===== config.mk =====
export PLATFORM = sky130hd
export DESIGN_NAME = mant_div_seq
export DESIGN_NICKNAME = d
export VERILOG_FILES = /design/src/rtl/fp_pkg.sv /design/src/rtl/cseladd.sv /design/src/rtl/mant_div_seq.sv
export SDC_FILE = /design/constraint.sdc
export NUM_CORES = 1
export LEC_CHECK = 0
export ABC_AREA = 1
export CAP_MARGIN = 20
export CORE_MARGIN = 1.5
export CORE_UTILIZATION = 62
export CTS_BUF_LIST = sky130_fd_sc_hd__clkbuf_4 sky130_fd_sc_hd__clkbuf_8
export CTS_CLUSTER_SIZE = 24
export DETAILED_ROUTE_END_ITERATION = 8
export PLACE_DENSITY = 0.95
export SLEW_MARGIN = 20
export SYNTH_ARGS = -nofsm -noshare
export SYNTH_HDL_FRONTEND = slang
export SYNTH_HIERARCHICAL = 1
export SYNTH_SLANG_ARGS = --single-unit
export TNS_END_PERCENT = 10

===== constraint.sdc =====
create_clock -name clk -period 6.6 [get_ports clk]
set_clock_uncertainty 0.1 [all_clocks]
set_input_delay 0.99 -clock clk [delete_from_list [all_inputs] [get_ports clk]]
set_output_delay 0.99 -clock clk [all_outputs]
set_load 0.01 [all_outputs]

===== src/rtl/fp_pkg.sv =====
// Shared floating-point widths and the state type of the sequential mantissa divider.
package fp_pkg;

  localparam int FP32_MANT_W = 24;
  localparam int FP64_MANT_W = 53;
  localparam int FP32_EXP_W  = 8;
  localparam int FP64_EXP_W  = 11;

  typedef enum logic [1:0] {
    IDLE = 2'd0,
    BUSY = 2'd1,
    DONE = 2'd2
  } mdiv_state_t;

endpackage


===== src/rtl/cseladd.sv =====
// Carry-select adder: each block precomputes its sum for carry-in 0 and 1,
// and the incoming block carry picks one of them.
module cseladd #(
  parameter int N   = 25,
  parameter int BLK = 8
) (
  input  logic [N-1:0] a,
  input  logic [N-1:0] b,
  input  logic         cin,
  output logic [N-1:0] sum,
  output logic         cout
);

  localparam int NB = (N + BLK - 1) / BLK;

  logic [NB:0] carry;

  assign carry[0] = cin;

  generate
    for (genvar gi = 0; gi < NB; gi++) begin : g_blk
      // The last block absorbs whatever width is left over.
      localparam int LO = gi * BLK;
      localparam int BW = (gi == NB - 1) ? (N - LO) : BLK;

      logic [BW:0] s0;
      logic [BW:0] s1;

      assign s0 = {1'b0, a[LO +: BW]} + {1'b0, b[LO +: BW]};
      assign s1 = {1'b0, a[LO +: BW]} + {1'b0, b[LO +: BW]} + (BW + 1)'(1);

      assign sum[LO +: BW] = carry[gi] ? s1[BW-1:0] : s0[BW-1:0];
      assign carry[gi+1]   = carry[gi] ? s1[BW] : s0[BW];
    end
  endgenerate

  assign cout = carry[NB];

endmodule


===== src/rtl/mant_div_seq.sv =====
// Sequential restoring divider for normalized mantissas, one quotient bit per cycle.
// Define MANT_DIV_EARLY_TERM_EN to finish as soon as the partial remainder reaches zero.
import fp_pkg::*;

module mant_div_seq #(
  parameter int W  = FP32_MANT_W,
  parameter int QW = W + 2
) (
  input  logic          clk,
  input  logic          rst_n,
  input  logic          in_valid,
  output logic          in_ready,
  input  logic [W-1:0]  dividend,
  input  logic [W-1:0]  divisor,
  output logic          out_valid,
  input  logic          out_ready,
  output logic [QW-1:0] quotient,
  output logic          sticky,
  output logic          dz
);

  localparam int CW = $clog2(QW);

  mdiv_state_t   state_q, state_d;
  logic [W:0]    r_q, r_d;
  logic [W-1:0]  b_q, b_d;
  logic [QW-1:0] q_q, q_d;
  logic [CW-1:0] cnt_q, cnt_d;
  logic          sticky_q, sticky_d;
  logic          dz_q, dz_d;

  logic [W:0]    diff;
  logic          ge;
  logic [W:0]    r_step;
  logic [QW-1:0] q_shift;

  // R - B as R + ~B + 1; the carry-out is set exactly when R >= B.
  cseladd #(.N(W + 1)) u_sub (
    .a    (r_q),
    .b    (~{1'b0, b_q}),
    .cin  (1'b1),
    .sum  (diff),
    .cout (ge)
  );

  // R < 2B always holds, so the shifted remainder never overflows W+1 bits.
  assign r_step  = ge ? (diff << 1) : (r_q << 1);
  assign q_shift = {q_q[QW-2:0], ge};

  always_comb begin
    state_d  = state_q;
    r_d      = r_q;
    b_d      = b_q;
    q_d      = q_q;
    cnt_d    = cnt_q;
    sticky_d = sticky_q;
    dz_d     = dz_q;
    case (state_q)
      IDLE: begin
        if (in_valid) begin
          r_d      = {1'b0, dividend};
          b_d      = divisor;
          q_d      = '0;
          cnt_d    = '0;
          sticky_d = 1'b0;
          dz_d     = 1'b0;
          if (divisor == '0) begin
            dz_d    = 1'b1;
            q_d     = '1;
            state_d = DONE;
          end else begin
            state_d = BUSY;
          end
        end
      end
      BUSY: begin
        q_d   = q_shift;
        r_d   = r_step;
        cnt_d = cnt_q + CW'(1);
        if (cnt_q == CW'(QW - 1)) begin
          state_d  = DONE;
          sticky_d = (r_step != '0);
        end
`ifdef MANT_DIV_EARLY_TERM_EN
        else if (r_step == '0) begin
          // Remaining quotient bits would all be zero: left-align now.
          q_d      = q_shift << (CW'(QW - 1) - cnt_q);
          state_d  = DONE;
          sticky_d = 1'b0;
        end
`endif
      end
      DONE: begin
        if (out_ready) begin
          state_d = IDLE;
        end
      end
      default: state_d = IDLE;
    endcase
  end

  always_ff @(posedge clk or negedge rst_n) begin
    if (!rst_n) begin
      state_q  <= IDLE;
      r_q      <= '0;
      b_q      <= '0;
      q_q      <= '0;
      cnt_q    <= '0;
      sticky_q <= 1'b0;
      dz_q     <= 1'b0;
    end else begin
      state_q  <= state_d;
      r_q      <= r_d;
      b_q      <= b_d;
      q_q      <= q_d;
      cnt_q    <= cnt_d;
      sticky_q <= sticky_d;
      dz_q     <= dz_d;
    end
  end

  assign in_ready  = (state_q == IDLE);
  assign out_valid = (state_q == DONE);
  assign quotient  = q_q;
  assign sticky    = sticky_q;
  assign dz        = dz_q;

endmodule


======== Word-level counts from Yosys, hierarchy flattened ========
Index checks and enable logic that the tools add are counted.
operators by class
  add/sub/neg operators ................... 9
  bitwise operators ....................... 1
  muxes and demuxes ....................... 22
  equality and inequality tests ........... 6
  reduce and logical (&&, ||, !) cells .... 8
operator list
  operator                                       number
  two-way mux 26 bit                             2
  case mux 26 bit (2 select lines)               1
  two-way mux 25 bit                             2
  case mux 25 bit (2 select lines)               1
  adder 8 x 8 -> 9 bit                           3
  adder 9 x 1 -> 9 bit, second input constant    3
  NOT 24 -> 25 bit                               1
  nonzero test 25 bit                            1
  zero test 24 bit                               1
  two-way mux 8 bit                              2
  case mux 5 bit (2 select lines)                1
  two-way mux 2 bit                              4
  two-way mux 1 bit                              6
  case mux 2 bit (3 select lines)                1
  AND reduction 3 bit                            2
  adder 5 x 1 -> 5 bit, second input constant    1
  == test 5 bit, second input constant           1
  two-way mux 5 bit                              1
  inequality test 2 bit, second input constant   2
  AND reduction 2 bit                            2
  adder 1 x 1 -> 2 bit                           1
  adder 2 x 1 -> 2 bit, second input constant    1
  == test 2 x 1 -> 1 bit, second input constant  1
  == test 2 bit, second input constant           1
  4 further kinds                                4
word-level totals
  logic and storage cells ................. 53
  bits in registers ....................... 84
  output and inout port bits .............. 30
  input port bits ......................... 52

======== Longest topological paths before layout ========
  depth in word-level cells ............... 10
  gate-level depth with buffers ........... 31
  depth with buffers taken out ............ 29

======== Modules after synthesis ========
The synthesis kept the hierarchy.
by module, submodules not included
  module        cells each  area an instance (um^2)  seq. area each (um^2)  times used
  mant_div_seq  492         3,981.3                  2,102.0                1
  cseladd       338         1,890.6                  0.0                    1

======== Worst setup path before layout ========
No wires, ideal clock.
  path type ............................... reg2reg
  start ................................... register r_q[0]
  end ..................................... register sticky_q (netlist: sticky)
  cell stages (with the launch flop) ...... 27
  path buffers ............................ 2
  data arrival time ....................... 3.077 ns
  required time ........................... 6.379 ns
  slack ................................... 3.302 ns
  cell sequence ........................... dfrtp_1 > ha_1 > fa_1 > ha_1 > nand2_1 > nor2_2 > nand3_2 > nor2_4 > nand2_1 > nand2_1 > nand3_1 > nand2_4 > nand2_4 > nand2_2 > nand2_1 > nand2_1 > buf_4 > inv_2 > buf_4 > nand2_1 > nand2_1 > nor2_1 > nand2_1 > nor2_1 > nand3_1 > nand2_1 > nand2_1
on the way
  word-level cells in the longest chain between the ends .. 9
  elaborated cells on any way between the ends .. 11
ends and longest elaborated chain
  item                             RTL line             text
  start, declared                  mant_div_seq.sv:25   logic [W:0] r_q, r_d;
  start signal, assigned           mant_div_seq.sv:113  r_q <= r_d;
  adder 8 x 8 -> 9 bit             cseladd.sv:30        assign s1 = {1'b0, a[LO +: BW]} + {1'b0, b[LO +: BW]} + (BW + 1)'(1);
  adder 9 x 1 -> 9 bit             cseladd.sv:30
  two-way mux 1 bit (3 in series)  cseladd.sv:33        assign carry[gi+1] = carry[gi] ? s1[BW] : s0[BW];
  net ge                           mant_div_seq.sv:33   logic ge;
  two-way mux 25 bit               mant_div_seq.sv:47   assign r_step = ge ? (diff << 1) : (r_q << 1);
  nonzero test 25 bit              mant_div_seq.sv:82   sticky_d = (r_step != '0);
  two-way mux 1 bit                mant_div_seq.sv:80   if (cnt_q == CW'(QW - 1)) begin
  case mux 1 bit (2 select lines)  mant_div_seq.sv:58   case (state_q)
  end signal, assigned             mant_div_seq.sv:117  sticky_q <= sticky_d;
  end, declared                    mant_div_seq.sv:29   logic sticky_q, sticky_d;
The timed path passes the listed nets, and every way through them passes these cells. The select of a mux whose other input is x is not followed.
A chain may end at the register's enable or synchronous reset.

======== Worst setup path in the final report ========
Ends and elaborated chain as after synthesis.

==> reports/results.tsv <==
stage	metric	value	unit
cts	worst_skew_pair.late_latency	360	ps
cts	cts_setup_buffers	0	
cts	cts.clk_slew.worst_paths	90	ps
sta	timing.fmax	226.8	MHz
critical_path	cp.arrival	4560	ps
sta	min_period	4409	ps
detailed_routing	vias	5673	
critical_path	crit_type	register to register	
sta	slew_violations	0	
job	cap_violations	0	
sta	hold_viol_final	0	
synthesis	yosysWarnings	6	
detailed_routing	drt-total-wl	15.13	mm
sta	maxSlewHeadroom	0.3779	
sta	worst_pin_slew	931.9	ps
floorplan	dieWidth	100.2	um
cts	cts_hold_buf	0	
synthesis	syn-cell-area	0.005856	mm^2
synthesis	synth_cells	826	
sta	setup_viol	0	
placement	dp_hpwl	10.49	mm
global_route	grt-ovfl-total	0	
detailed_routing	via_per_inst	5.589	
sta	post-route-period-util	0.6681	
critical_path	start_kind	register	
global_route	first_global_vias	5531	
global_route	antenna_found_initial	0	
cts	tritoncts	done	
sta	rsz0062_at_grt	no	
final_layout	fin_nets	985	
final_layout	drive_gt1_frac	0.05199	
cts	htreeDepth	3	
cts	clk_path_buf_depth	2	
final_layout	area_growth	17.80	%
critical_path	crit_required	6750	ps
placement	place.gp.congestion	0.9536	
critical_path	end_kind	register	
detailed_routing	post_drt_wl_per_cell	14.91	um
cts	root_buffer	clkbuf_8	
detailed_routing	dr.pass1.iters	5	
outcome	status	finished clean	
final_layout	final_util	0.7501	
placement	place_inst	998	
final_layout	final-instance-count-excl-fill	1015	
detailed_routing	drc_errors	0	
floorplan	die_area	0.01004	mm^2
global_route	grt_max_degree	85	
final_layout	n_fill_cell	669	
cts	clkSinkCount	84	
synthesis	synth_area_per_cell	7.089	um^2
floorplan	coreArea	0.009196	mm^2
detailed_routing	drt_iter0_drc	406	
global_route	grt_usage	0.3166	
floorplan	die_h	100.2	um
cts	cts_buffers	9	
floorplan	rows	35	
hold_path	holdCritPathClass	register to register	
sta	setup-tns-final	0	ps
critical_path	cp_max_fo	19	
placement	dpl_cell_area	0.006676	mm^2
cts	cts_resized	0	
global_route	grt_pass1_wl	25.29	mm
floorplan	ioPinCount	82	
final_layout	antenna_cells	0	
floorplan	start_util	0.6367	
detailed_routing	ant_nets	0	
placement	portBuffers	81	
final_layout	design_area	0.006898	mm^2
## final cells by class
cell class	instances	area (um^2)	area share
well taps	111	138.9	0.02013
multi-input cells	594	3142	0.4555
clock buffers	10	131.4	0.01905
flip-flops and latches	84	2102	0.3047
clock inverters	6	71.32	0.01034
repair buffers	82	827.0	0.1199
inverters	128	485.5	0.07038
## worst max-delay path, cell delays in order, from the launching register on
cell	delay, ps
dfrtp_1	390
ha_1	240
fa_1	550
ha_1	170
nand2_1	80
nor2_2	150
nand3_2	120
nor2_4	120
nand3_1	110
nand2_1	320
nand2_2	140
nand2_4	150
nand2_4	60
nand2_2	50
nand2_1	40
nand2_1	450
buf_8	240
inv_2	140
nand2_1	110
nand2_1	80
nor2_1	90
nand2_1	60
nor2_1	140
nand3_1	90
nand2_1	60
nand2_1	40
## metrics by stage
step / worst slack [ps] / hold WS (ps)
floorplan: 3323 / 353.0
global placement: 2129 / 367.1
detailed placement: 1983 / 370.6
CTS: 1906 / 396.0
global route: 1824 / 419.7
finish: 2191 / 390.6
## cells in the final DEF, fill, tap and decap left out, types with 2 or more instances in the layout
cell,n
a21oi_1,12
a22oi_1,25
clkbuf_8,9
clkdlybuf4s50_1,80
clkinvlp_4,2
conb_1,6
dfrtp_1,84
fa_1,3
ha_1,31
inv_1,120
inv_2,6
inv_4,2
inv_6,2
nand2_1,300
nand2_2,6
nand2_4,4
nand3_1,44
nand3_2,2
nand3b_1,4
nand4_1,20
nor2_1,38
nor2_2,4
nor2_4,2
nor3_1,3
o211ai_1,12
o21ai_0,33
o21ai_1,11
o21bai_1,3
o22ai_1,3
xnor2_1,8
xor2_1,14
## per-layer routing
| metal | track usage | vias to the layer above | share of wire |
|---|---|---|---|
| li1 | - | 2764 | - |
| met1 | 0.4020 | 2636 | 0.42 |
| met2 | 0.5453 | 236 | 0.48 |
| met3 | 0.05223 | 37 | 0.072 |
| met4 | 0.1181 | 0 | 0.026 |
| met5 | 0 | - | 0 |
## flip-flops by register name (all words and copies together) (netlist names)
name,cells
r_q,25
cnt_q,5
b_q,24
quotient,26
sticky,1
state_q,2
dz,1
## path summary, 6_finish.rpt
check / startpoint / slack, ps / to / cells after the start
min reg2reg: b_q[13] / 390 / b_q[13] / 2
max reg2reg: r_q[0] / 2190 / sticky / 25
max in group asynchronous: rst_n / 5310 / r_q[1] / 1
min in group asynchronous: rst_n / 560 / cnt_q[4] / 1
min: b_q[13] / 390 / b_q[13] / 2
max: r_q[0] / 2190 / sticky / 25
Power is left out: the tool's default activity adds up to more than one toggle a clock period on the data nets, which glitch-free logic cannot reach.
==> variant: new RTL, same flow settings <==
`r_q` no longer has a reset.
--- a/src/rtl/mant_div_seq.sv
+++ b/src/rtl/mant_div_seq.sv
@@ -103,5 +103,4 @@
     if (!rst_n) begin
       state_q  <= IDLE;
-      r_q      <= '0;
       b_q      <= '0;
       q_q      <= '0;
@@ -111,5 +110,4 @@
     end else begin
       state_q  <= state_d;
-      r_q      <= r_d;
       b_q      <= b_d;
       q_q      <= q_d;
@@ -118,4 +116,8 @@
       dz_q     <= dz_d;
     end
+  end
+
+  always_ff @(posedge clk) begin
+    r_q <= r_d;
   end
 
Behaviour: same outputs for any inputs over 4 cycles, from zero or initial values and one cycle with rst_n low; that may be too few to reach the edited logic, so the function may still have changed.
==> variant against the original RTL <==
  * Sequential share of layout area rose by 1.9 points
  * Sequential cell count unchanged
  * Cell area down 0.15%
  * Wire length shrank 5.9%
  * Worst hold slack worse by 0.0025 ns
  * Non-clock buffer count is 1 higher
  * Global-route usage is 2.1 points lower
  * Area after synthesis is 0.34% higher
  * Setup slack got worse by 0.25 ns
  * Largest cell class unchanged
Power is left out: the tool's default activity adds up to more than one toggle a clock period on the data nets, which glitch-free logic cannot reach.
==> variant: results (changes against the original RTL) <==
* Status: complete, no violations
* CP Max Fanout at 26 (+7)
* Reg clk slew, reported paths at about 0.10 ns
* Routed wl met3 at 1.10 mm (+0.46%)
* M3 GR Usage at 0.0529 (+0.000696)
* Initial antenna violation count at 0 (unchanged)
* H-tree lvl count at 3 (unchanged)
* Top routing layer in use: met4
* Global-route wire length before repair at 23.4 mm (-7.3%)
* Buffers on Ports at 81 (unchanged)
* Hold crit path type: reg -> reg
* Detailed Place HPWL at 10.1 mm (-3.3%)
* Wire length on met1 at 5.97 mm (-6.2%)
* Crit-path slowest cell: nand2_1
* DR WL/cell at 14.6 um (-2.4%)
* Global Route met1 Usage at 0.388 (-0.0140)
* Layout cells sized above 1 at 0.0565 (+0.00453)
* Fillers at 674 (+0.75%)
* Nets at 948 (-3.8%)
* Global-route usage over all layers at 0.295 (-0.0211)
* YS warnings at 6 (unchanged)
* Congestion Overflow GR at 0 (unchanged)
* Routability cong. at 0.893 (-6.4%)
* M2 GR Usage at 0.491 (-0.0544)
* Slew headroom at 0.427 (+0.0491)
* Area Overhead vs Synth at 17.2%
* Inserted Clock Buffers at 9 (unchanged)
* Routed wl met2 at 6.72 mm (-7.7%)
* Iter 0 DRT Violations at 472 (+16%)
* Vias in the first global route at 5126 (-7.3%)
* Longest Clk Path Bufs at 2 (unchanged)
* Placed inst area at 6670 um2 (about the same)
* Slowest stage delay, CP at 0.63 ns (+0.08 ns)
* Post-CTS sizing at 0 (unchanged)
* DRT Pass-1 Iters at 5 (unchanged)
* Pre-CTS setup slack at 2.03 ns (+0.0442 ns)
* # DRC at 0 (unchanged)
* Placed cell count at 962 (-3.6%)
* Syn_area_per_cell at 7.47 um2 (+5.3%)
* Largest register FFs at 26 (unchanged)
* Number of setup buffers added after CTS at 0 (unchanged)
* CP top delay family: simple AND/OR/NAND/NOR gates
* Via/cell ratio at 5.62 (+0.47%)
* Pin count of the biggest net entering global routing at 76 (-11%)
* Final WL at 14.2 mm (-5.9%)
* Clk_lat worst skew at ~0.35 ns
* Ant. Diodes at 0 (unchanged)
==> variant: changes by cell type in the layout (fill, tap and decap cells not counted), sizes merged, moves of 2 or more <==
cell      delta
nor2        +26
dfrtp       -25
nand2       -42
a31oi       +23
o211ai      -10
edfxtp      +25
nand3       -13
nor3         -2
inv          -8
o21ai        -9
clkinvlp     -2
==> variant: path summary, 6_finish.rpt <==
path	from	end	slack [ns]	cells past startpoint
max reg2reg	r_q[0]	sticky	1.94	24
min reg2reg	b_q[21]	b_q[21]	0.39	2
min	b_q[21]	b_q[21]	0.39	2
min in group asynchronous	rst_n	quotient[9]	0.70	2
max in group asynchronous	rst_n	state_q[0]	5.21	2
max	r_q[0]	sticky	1.94	24
==> variant: area by class of cell <==
class,count,area share
timing repair buffer,83,0.119
multi-input combinational,566,0.441
sequential,84,0.323
clock buffer,10,0.0200
tap,111,0.0202
clock inverter,6,0.0111
inverter,118,0.0650
